--- config.mk ---
export PLATFORM = sky130hd
export DESIGN_NAME = dcache_wb_buffer
export DESIGN_NICKNAME = d
export VERILOG_FILES = /design/src/rtl/dcache_wb_buffer.sv
export SDC_FILE = /design/constraint.sdc
export NUM_CORES = 1
export LEC_CHECK = 0
export CORE_MARGIN = 2
export CORE_UTILIZATION = 30
export DETAILED_ROUTE_END_ITERATION = 7
export GPL_ROUTABILITY_DRIVEN = 0
export GPL_TIMING_DRIVEN = 0
export MAX_ROUTING_LAYER = met4
export PLACE_DENSITY = 0.6
export SYNTH_ARGS = -nofsm -noshare
export SYNTH_HDL_FRONTEND = slang
export SYNTH_SLANG_ARGS = --single-unit
--- constraint.sdc ---
create_clock -name clk -period 14.88 [get_ports clk]
set_input_delay 2.976 -clock clk [delete_from_list [all_inputs] [get_ports clk]]
set_output_delay 2.976 -clock clk [all_outputs]
set_load 0.05 [all_outputs]
--- src/rtl/dcache_wb_buffer.sv ---
// Write-back buffer between dcache and data RAM: queues dirty victim lines, drains one word/cycle, forwards refill hits.
// Optional feature: define DCACHE_WBB_COALESCE_EN to merge pushes into an already-buffered line of the same address.
module dcache_wb_buffer #(
   parameter int ADDR_WIDTH = 32,
   parameter int DATA_WIDTH = 32,
   parameter int LINE_WORDS = 4,
   parameter int DEPTH      = 2,
   parameter int RAM_NUM    = 4
) (
   input  logic                             clk,
   input  logic                             rst,
   input  logic                             wb_req_i,
   input  logic [ADDR_WIDTH-1:0]            wb_addr_i,
   input  logic [LINE_WORDS*DATA_WIDTH-1:0] wb_data_i,
   output logic                             wb_ready_o,
   input  logic                             rf_req_i,
   input  logic [ADDR_WIDTH-1:0]            rf_addr_i,
   output logic                             rf_valid_o,
   output logic [DATA_WIDTH-1:0]            rf_data_o,
   output logic                             rf_hit_o,
   output logic [RAM_NUM-1:0]               ram_wr_en_o,
   output logic [ADDR_WIDTH-1:0]            ram_wr_addr_o,
   output logic [DATA_WIDTH-1:0]            ram_wr_data_o,
   output logic [ADDR_WIDTH-1:0]            ram_rd_addr_o,
   input  logic [DATA_WIDTH-1:0]            ram_rd_data_i,
   output logic                             empty_o
);

   localparam int PTR_W  = $clog2(DEPTH);
   localparam int WIDX_W = $clog2(LINE_WORDS);
   localparam int OFF_W  = 2 + WIDX_W;
   localparam int TAG_W  = ADDR_WIDTH - OFF_W;
   localparam int LINE_W = LINE_WORDS * DATA_WIDTH;

   localparam logic [0:0] ST_IDLE  = 1'b0;
   localparam logic [0:0] ST_DRAIN = 1'b1;

   function automatic logic [DATA_WIDTH-1:0] word_sel(input logic [LINE_W-1:0] line,
                                                      input logic [WIDX_W-1:0] widx);
      word_sel = '0;
      for (int w = 0; w < LINE_WORDS; w++) begin
         if (widx == WIDX_W'(w)) word_sel = line[w*DATA_WIDTH +: DATA_WIDTH];
      end
   endfunction

   logic [PTR_W:0]          wr_ptr_q, wr_ptr_d, rd_ptr_q, rd_ptr_d;
   logic [PTR_W:0]          count_q, count_d;
   logic [0:0]              state_q, state_d;
   logic [WIDX_W-1:0]       word_cnt_q, word_cnt_d;
   logic [DEPTH-1:0]        valid_q, valid_d;
   logic [TAG_W-1:0]        tag_q [DEPTH];
   logic [TAG_W-1:0]        tag_d [DEPTH];
   logic [LINE_W-1:0]       line_q [DEPTH];
   logic [LINE_W-1:0]       line_d [DEPTH];

   logic [RAM_NUM-1:0]      ram_wr_en_q, ram_wr_en_d;
   logic [ADDR_WIDTH-1:0]   ram_wr_addr_q, ram_wr_addr_d;
   logic [DATA_WIDTH-1:0]   ram_wr_data_q, ram_wr_data_d;
   logic                    rf_valid_q, rf_valid_d;
   logic                    rf_hit_q, rf_hit_d;
   logic [DATA_WIDTH-1:0]   rf_word_q, rf_word_d;
   logic [ADDR_WIDTH-1:0]   rd_addr_q, rd_addr_d;

   logic                    full, pop, push_alloc;
   logic [PTR_W-1:0]        head_idx, tail_idx, rf_idx;
   logic [TAG_W-1:0]        wb_tag, rf_tag;
   logic [WIDX_W-1:0]       rf_widx;
   logic                    rf_hit;
   logic [DATA_WIDTH-1:0]   rf_word;
   logic                    unused_ok;

   assign head_idx  = rd_ptr_q[PTR_W-1:0];
   assign tail_idx  = wr_ptr_q[PTR_W-1:0];
   assign full      = (wr_ptr_q[PTR_W] != rd_ptr_q[PTR_W]) &&
                      (wr_ptr_q[PTR_W-1:0] == rd_ptr_q[PTR_W-1:0]);
   assign wb_tag    = wb_addr_i[ADDR_WIDTH-1:OFF_W];
   assign rf_tag    = rf_addr_i[ADDR_WIDTH-1:OFF_W];
   assign rf_widx   = rf_addr_i[2 +: WIDX_W];
   assign pop       = (state_q == ST_DRAIN) && (word_cnt_q == WIDX_W'(LINE_WORDS-1));
   assign unused_ok = ^{wb_addr_i[OFF_W-1:0], rf_addr_i[1:0]};

`ifdef DCACHE_WBB_COALESCE_EN
   logic             coal_hit, coal_match;
   logic [PTR_W-1:0] coal_idx, coal_scan;

   // The draining head is excluded once DRAIN starts: its words may already be in RAM.
   always_comb begin
      coal_hit  = 1'b0;
      coal_idx  = '0;
      coal_scan = '0;
      for (int i = 0; i < DEPTH; i++) begin
         coal_scan = head_idx + PTR_W'(i);
         if (valid_q[coal_scan] && (tag_q[coal_scan] == wb_tag) &&
             ((i != 0) || (state_q == ST_IDLE))) begin
            coal_hit = 1'b1;
            coal_idx = coal_scan;
         end
      end
   end

   assign coal_match = wb_req_i & coal_hit;
   assign push_alloc = wb_req_i & ~full & ~coal_hit;
   assign wb_ready_o = ~full | coal_match;
`else
   assign push_alloc = wb_req_i & ~full;
   assign wb_ready_o = ~full;
`endif

   // Scan oldest to newest so the newest matching entry wins.
   always_comb begin
      rf_hit  = 1'b0;
      rf_word = '0;
      rf_idx  = '0;
      for (int i = 0; i < DEPTH; i++) begin
         rf_idx = head_idx + PTR_W'(i);
         if (valid_q[rf_idx] && (tag_q[rf_idx] == rf_tag)) begin
            rf_hit  = 1'b1;
            rf_word = word_sel(line_q[rf_idx], rf_widx);
         end
      end
   end

   always_comb begin
      wr_ptr_d   = wr_ptr_q;
      rd_ptr_d   = rd_ptr_q;
      count_d    = count_q;
      state_d    = state_q;
      word_cnt_d = word_cnt_q;
      valid_d    = valid_q;
      tag_d      = tag_q;
      line_d     = line_q;

      if (pop) begin
         valid_d[head_idx] = 1'b0;
         rd_ptr_d          = rd_ptr_q + 1'b1;
      end
      if (push_alloc) begin
         valid_d[tail_idx] = 1'b1;
         tag_d[tail_idx]   = wb_tag;
         line_d[tail_idx]  = wb_data_i;
         wr_ptr_d          = wr_ptr_q + 1'b1;
      end
`ifdef DCACHE_WBB_COALESCE_EN
      if (coal_match) line_d[coal_idx] = wb_data_i;
`endif

      case ({push_alloc, pop})
         2'b10:   count_d = count_q + 1'b1;
         2'b01:   count_d = count_q - 1'b1;
         default: count_d = count_q;
      endcase

      case (state_q)
         ST_IDLE: begin
            word_cnt_d = '0;
            if (count_q != '0) state_d = ST_DRAIN;
         end
         default: begin
            if (pop) begin
               word_cnt_d = '0;
               state_d    = (count_q != (PTR_W+1)'(1)) ? ST_DRAIN : ST_IDLE;
            end else begin
               word_cnt_d = word_cnt_q + 1'b1;
            end
         end
      endcase
   end

   // RAM write port registers: one word per DRAIN cycle, appearing one cycle later.
   always_comb begin
      ram_wr_en_d   = '0;
      ram_wr_addr_d = ram_wr_addr_q;
      ram_wr_data_d = ram_wr_data_q;
      if (state_q == ST_DRAIN) begin
         ram_wr_en_d   = {RAM_NUM{1'b1}};
         ram_wr_addr_d = {tag_q[head_idx], word_cnt_q, 2'b00};
         ram_wr_data_d = word_sel(line_q[head_idx], word_cnt_q);
      end
   end

   always_comb begin
      rf_valid_d = rf_req_i;
      rf_hit_d   = rf_req_i & rf_hit;
      rf_word_d  = (rf_req_i & rf_hit) ? rf_word : rf_word_q;
      rd_addr_d  = (rf_req_i & ~rf_hit) ? rf_addr_i : rd_addr_q;
   end

   assign ram_rd_addr_o = (rf_req_i & ~rf_hit) ? rf_addr_i : rd_addr_q;
   assign rf_valid_o    = rf_valid_q;
   assign rf_hit_o      = rf_hit_q;
   assign rf_data_o     = rf_hit_q ? rf_word_q : (rf_valid_q ? ram_rd_data_i : '0);
   assign ram_wr_en_o   = ram_wr_en_q;
   assign ram_wr_addr_o = ram_wr_addr_q;
   assign ram_wr_data_o = ram_wr_data_q;
   assign empty_o       = (count_q == '0) && (state_q == ST_IDLE);

   always_ff @(posedge clk) begin
      if (rst) begin
         wr_ptr_q      <= '0;
         rd_ptr_q      <= '0;
         count_q       <= '0;
         state_q       <= ST_IDLE;
         word_cnt_q    <= '0;
         valid_q       <= '0;
         ram_wr_en_q   <= '0;
         ram_wr_addr_q <= '0;
         ram_wr_data_q <= '0;
         rf_valid_q    <= 1'b0;
         rf_hit_q      <= 1'b0;
         rf_word_q     <= '0;
         rd_addr_q     <= '0;
      end else begin
         wr_ptr_q      <= wr_ptr_d;
         rd_ptr_q      <= rd_ptr_d;
         count_q       <= count_d;
         state_q       <= state_d;
         word_cnt_q    <= word_cnt_d;
         valid_q       <= valid_d;
         ram_wr_en_q   <= ram_wr_en_d;
         ram_wr_addr_q <= ram_wr_addr_d;
         ram_wr_data_q <= ram_wr_data_d;
         rf_valid_q    <= rf_valid_d;
         rf_hit_q      <= rf_hit_d;
         rf_word_q     <= rf_word_d;
         rd_addr_q     <= rd_addr_d;
      end
   end

   // Line storage is qualified by valid_q, so it needs no reset.
   always_ff @(posedge clk) begin
      for (int i = 0; i < DEPTH; i++) begin
         tag_q[i]  <= tag_d[i];
         line_q[i] <= line_d[i];
      end
   end

endmodule
# After elaboration in Yosys (flattened, before gate mapping)
# Index checks and enable logic that the tools add are counted.
[totals]
register_bits = 455
input_bits = 228
out_inout_bits = 136
[classes]
n_addsub = 6
magnitude_cmp = 9
n_eq_ne = 13
n_mux = 53
bitwise_logic = 12
reduce_logical = 14
[op_table]
columns = ["cell", "count"]
rows = [
  ["$mux 128", 7],
  ["$mux 32", 17],
  ["$bwmux 256", 1],
  ["$mux 28", 7],
  ["$demux 128 s1", 1],
  ["$bwmux 56", 1],
  ["$eq 28x28->1", 2],
  ["$demux 28 s1", 1],
  ["$mux 1", 12],
  ["$eq 2x2->1 const B", 5],
  ["$add 2x1->2 const B", 4],
  ["$logic_and 1x1->1", 8],
  ["$eq 2x1->1 const B", 3],
  ["$ge 2x2->1 const B", 3],
  ["$logic_not 2->1", 3],
  ["$lt 1x2->1 const B", 3],
  ["$not 1->2", 3],
  ["$mux 2", 2],
  ["$mux 4", 1],
  ["$pmux 2 s2", 1],
  ["$reduce_bool 2->1", 2],
  ["$and 1x1->1", 3],
  ["$not 1->1", 3],
  ["$reduce_or 3->1", 1],
  ["other kinds (11)", 13],
]

# Longest topological paths before layout
[depth]
word_depth = 11
mapped_depth = 13

# Worst setup path after synthesis
# No wires, ideal clock.
[synth_path]
path_type = "input to output"
from = "in rf_addr_i[9]"
to = "out ram_rd_addr_o[10]"
arrival_ns = 4.996
path_slack_ns = 6.908
cell_stages = 10
path_buffers = 3
path_cell_list = "nor2b_1 > o32a_1 > nor4bb_1 > nand4b_1 > or2_1 > clkbuf_1 > and3_4 > buf_6 > buf_6 > mux2_4"
[synth_via]
elab_chain_cells = 7
word_cells_on_any_way = 9
classes_between = "eq/ne (2); mux (3); bitwise (2); reduce/logical (2)"
[synth_rtl]
columns = ["item", "line", "text"]
rows = [
  ["start: declaration", "17", "input logic [ADDR_WIDTH-1:0] rf_addr_i,"],
  ["$eq 28x28->1", "116", "if (valid_q[rf_idx] && (tag_q[rf_idx] == rf_tag)) begin"],
  ["$logic_and 1x1->1", "116", ""],
  ["$mux 1", "116", ""],
  ["$mux 1 *", "116", ""],
  ["$not 1->1 *", "188", "assign ram_rd_addr_o = (rf_req_i & ~rf_hit) ? rf_addr_i : rd_addr_q;"],
  ["$and 1x1->1 *", "188", ""],
  ["$mux 32 *", "188", ""],
  ["end: declaration", "24", "output logic [ADDR_WIDTH-1:0] ram_rd_addr_o,"],
]
# Mark *: on every way between the ends. The rest lies on a longest branch, timed or not.

# Final worst setup path
[layout_path]
from = "in rf_addr_i[9]"
to = "out ram_rd_addr_o[3]"
# The elaborated chain is that of the path after synthesis.

==> impl_results.md <==
* Crit-path slowest cell: clkdlybuf4s50_1
* Maxcap violations at 0
* CP peak stage delay at 910 ps
* Largest net degree at the start of global routing at around 110
* CTS Hold Bufs at 0
* Vias per inst at ~5.4
* Crit path cell chain: clkdlybuf4s50_1, nor2b_1, o32a_1, nor4bb_1, nand4b_1, or2_1, clkbuf_1, and3_4, buf_6, buf_6, mux2_4, clkdlybuf4s50_1
* Final Cycle Share at 0.6737
* Clock root buffer: clkbuf_16
* Post-synth top flop: edfxtp_1
* Slew Limit Fails at 0
* RSZ-0062 raised after global routing: no
* Number of DRC violations after detailed routing at 0
* Hold path startpoint: rf_word_q[22]
* Pint at roughly 2.5 mW
* Dpl ws at about 5000 ps
* Area Growth Syn to Fin at 29.12%
* Clk buf depth at 3
* Max Clock Freq at roughly 100 MHz
* EDFF count, synth at between 300 and 400
* Pre-antenna DRT Iters at 5
* Clk pwr share at 0.385
* Hpwl dp at roughly 64 mm
* Clk sinks at around 450
* PnR worst setup slack at 4855 ps
* Worst setup path category: primary input to output pin
* Cts repair resizes at 0
* R2R cell count at 12
* Worst Skew at 29.81 ps
* DR iter-0 viols at approximately 1,900
* Grt ovf at 0
* Post-synth ARST share at 0
* Reg clk slew, reported paths at ~60 ps
* Switch Pwr at approximately 990 µW
* LEAKAGE at about 10 nW
* Worst flop-to-flop path endpoint: line_q[142]
* Final hold violation count at 0
* Crit path DAT at 7050 ps
* P per Cell Area at 117.3 nW/µm²
* Register share of total power at 0.432
* TritonCTS clock tree: built
* Initial antenna violation count at 12
* Commonest non-fill, non-tap cell in the layout: clkdlybuf4s50_1
* Maximum VDD drop at 0.00007951 V
* Routed WL per cell at about 27 µm
* First-pass GRT wire length at approximately 120 mm
* # setup viols final at 0
* Sw frac at 0.2861
* Worst R2R Start: rd_ptr_q[0]
* Worst-path fanout max at 10
* Setup TNS at 0 ps
* Post-Syn Area at 22,780 µm²
* Worst Hold End: rf_word_q[22]
* IO Pins at around 360
* Min-delay worst type: flop to flop
* Die height at between 200 and 300 µm
* Port Buf Inserts at 355
* Min cycle time layout at about 10,000 ps
* CTS H-tree lvls at 2
* All-Layer GR Usage at 0.2240
* DRT Wirelength at between 80 and 90 mm
* Worst-Margin Slew at 1156 ps
* Vias at between 15,000 and 20,000
* Starting Density at 0.3015
* CTS buffer count at 51
* Depth of the worst hold-timing path at 1
* #FFs+latches synth at about 450
* Post-route cell area at just under 30,000 µm²
* Worst setup EP type: output pin
* Post-detailed-route count of antenna-violating nets at 0
* Max_slew headroom at 0.2295
* Core footprint at between 70,000 and 80,000 µm²
* Post-synth cell types at between 50 and 60
* Die Span X at about 280 µm
* Layout cells sized above 1 at 0.1621
* Die area at between 70,000 and 80,000 µm²
* Final #Nets at 2,388
* Area after DPL at approximately 28,000 µm²
* CP required at 11,900 ps
* Site Rows at between 100 and 150
* Ys Warns at 0
* Run status: completed
* Combinational power share at 0.183
* R2r setup slk at roughly 11,000 ps
* Setup Buffers After CTS at 0
* Sequential share of the synthesized area at 0.5342
* Most frequent cells in the layout: clkdlybuf4s50_1 (355), edfxtp_1 (312), mux2i_1 (161)
* Synth Instances at roughly 1,700
* Vias in the first global route at 17,630
* Synth Area per Inst at about 13 µm²
* Clock Latency Late Sink at between 600 and 700 ps
* Worst setup SP type: primary input
## cell type report
cell class,count,area [µm²]
well taps,978,1224
clock inverters,29,302.8
plain buffers,152,699.4
inverters,30,127.6
clock buffers,67,1460
flip-flops and latches,452,12170
repair buffers,357,3608
multi-input cells,1109,9803
fillers,7156,46150
diodes,8,20.02
## kinds of logic (layout without fill, tap and decap cells)
| kind of cell | count (synthesis) | after routing | share of synthesized area |
|---|---|---|---|
| compound gates | 329 | 329 | 0.1034 |
| xor+xnor | 63 | 63 | 0.02422 |
| fa+ha+maj | 7 | 7 | 0.003844 |
| flops | 452 | 452 | 0.5342 |
| buf+inv | 182 | 635 | 0.03564 |
| simple gates | 328 | 328 | 0.07551 |
| other cells | 1 | 10 | 0.0001646 |
| mux | 380 | 380 | 0.2230 |
## metal layers
layer | share of wire | GRT usage
met1 | 0.41 | 0.2798
met2 | 0.47 | 0.3620
met3 | 0.086 | 0.04445
met4 | 0.035 | 0.07898
met5 | 0 | -
## flip-flops by register name, indices dropped and copies added, names as in the netlist
register / cells
tag_q: 56
line_q: 256
ram_wr_data_o: 32
valid_q: 2
rd_addr_q: 32
rf_hit_o: 1
count_q: 2
rf_valid_o: 1
state_q: 1
word_cnt_q: 2
rd_ptr_q: 2
rf_word_q: 32
wr_ptr_q: 2
ram_wr_addr_o: 30
ram_wr_en_o: 1
## worst max path at each step
| stage | start | to | slack (ps) |
|---|---|---|---|
| after floorplan | rf_addr_i[9] | ram_rd_addr_o[10] | 6910 |
| after global placement | rf_addr_i[9] | ram_rd_addr_o[3] | 4960 |
| after detailed placement | rf_addr_i[9] | ram_rd_addr_o[3] | 4970 |
| after CTS | rf_addr_i[9] | ram_rd_addr_o[3] | 4950 |
| after global routing | rf_addr_i[9] | ram_rd_addr_o[3] | 4790 |
| final | rf_addr_i[9] | ram_rd_addr_o[3] | 4860 |
## synth_stat cells, drive strengths merged (10+ instances only)
cell | instances | share of area
edfxtp | 312 | 0.41
mux2i | 164 | 0.073
dfxtp | 140 | 0.12
mux2 | 137 | 0.072
clkbuf | 101 | 0.017
nor2 | 84 | 0.014
mux4 | 79 | 0.078
a211oi | 78 | 0.026
nand2 | 72 | 0.012
nand2b | 69 | 0.019
o21ai | 64 | 0.014
buf | 51 | 0.014
xnor2 | 50 | 0.019
a21oi | 48 | 0.011
a22o | 31 | 0.012
inv | 30 | 0.0049
o2bb2ai | 29 | 0.011
and3 | 22 | 0.0063
nor3b | 20 | 0.0066
a22oi | 19 | 0.0063
o2111a | 19 | 0.0094
o211ai | 19 | 0.0063
nor4 | 18 | 0.0049
a221oi | 13 | 0.0050
xor2 | 13 | 0.0050
nor2b | 10 | 0.0027
## metrics by stage
step / instances / power [mW] / util / hold slack (ps)
CTS: 3174 / 3.472 / 0.3890 / 467.8
finish: 3182 / 3.451 / 0.3893 / 465.4
global route: 3180 / 3.559 / 0.3892 / 490.5
floorplan: 1743 / 1.872 / - / 432.2
detailed placement: 3078 / 2.144 / 0.3657 / 448.4
global placement: 3076 / 2.143 / 0.3647 / 449.3
## critical path, delay by kind of cell
kind | cells | cell delay [ps]
AOI/OAI and AO/OA | 1 | 310
buffers and inverters | 5 | 2020
muxes | 1 | 210
and+or+nand+nor | 5 | 1510
## power by group through the flow
stage                     Sequential, mW  Combinational (mW)  Clock, mW
after floorplan                     1.58               0.295          0
after detailed placement            1.52               0.629          0
final                               1.49               0.631       1.33
after global routing                1.50               0.666       1.40
after CTS                           1.49               0.631       1.35
after global placement              1.53               0.618          0
Power figures use the tool's default switching activity.
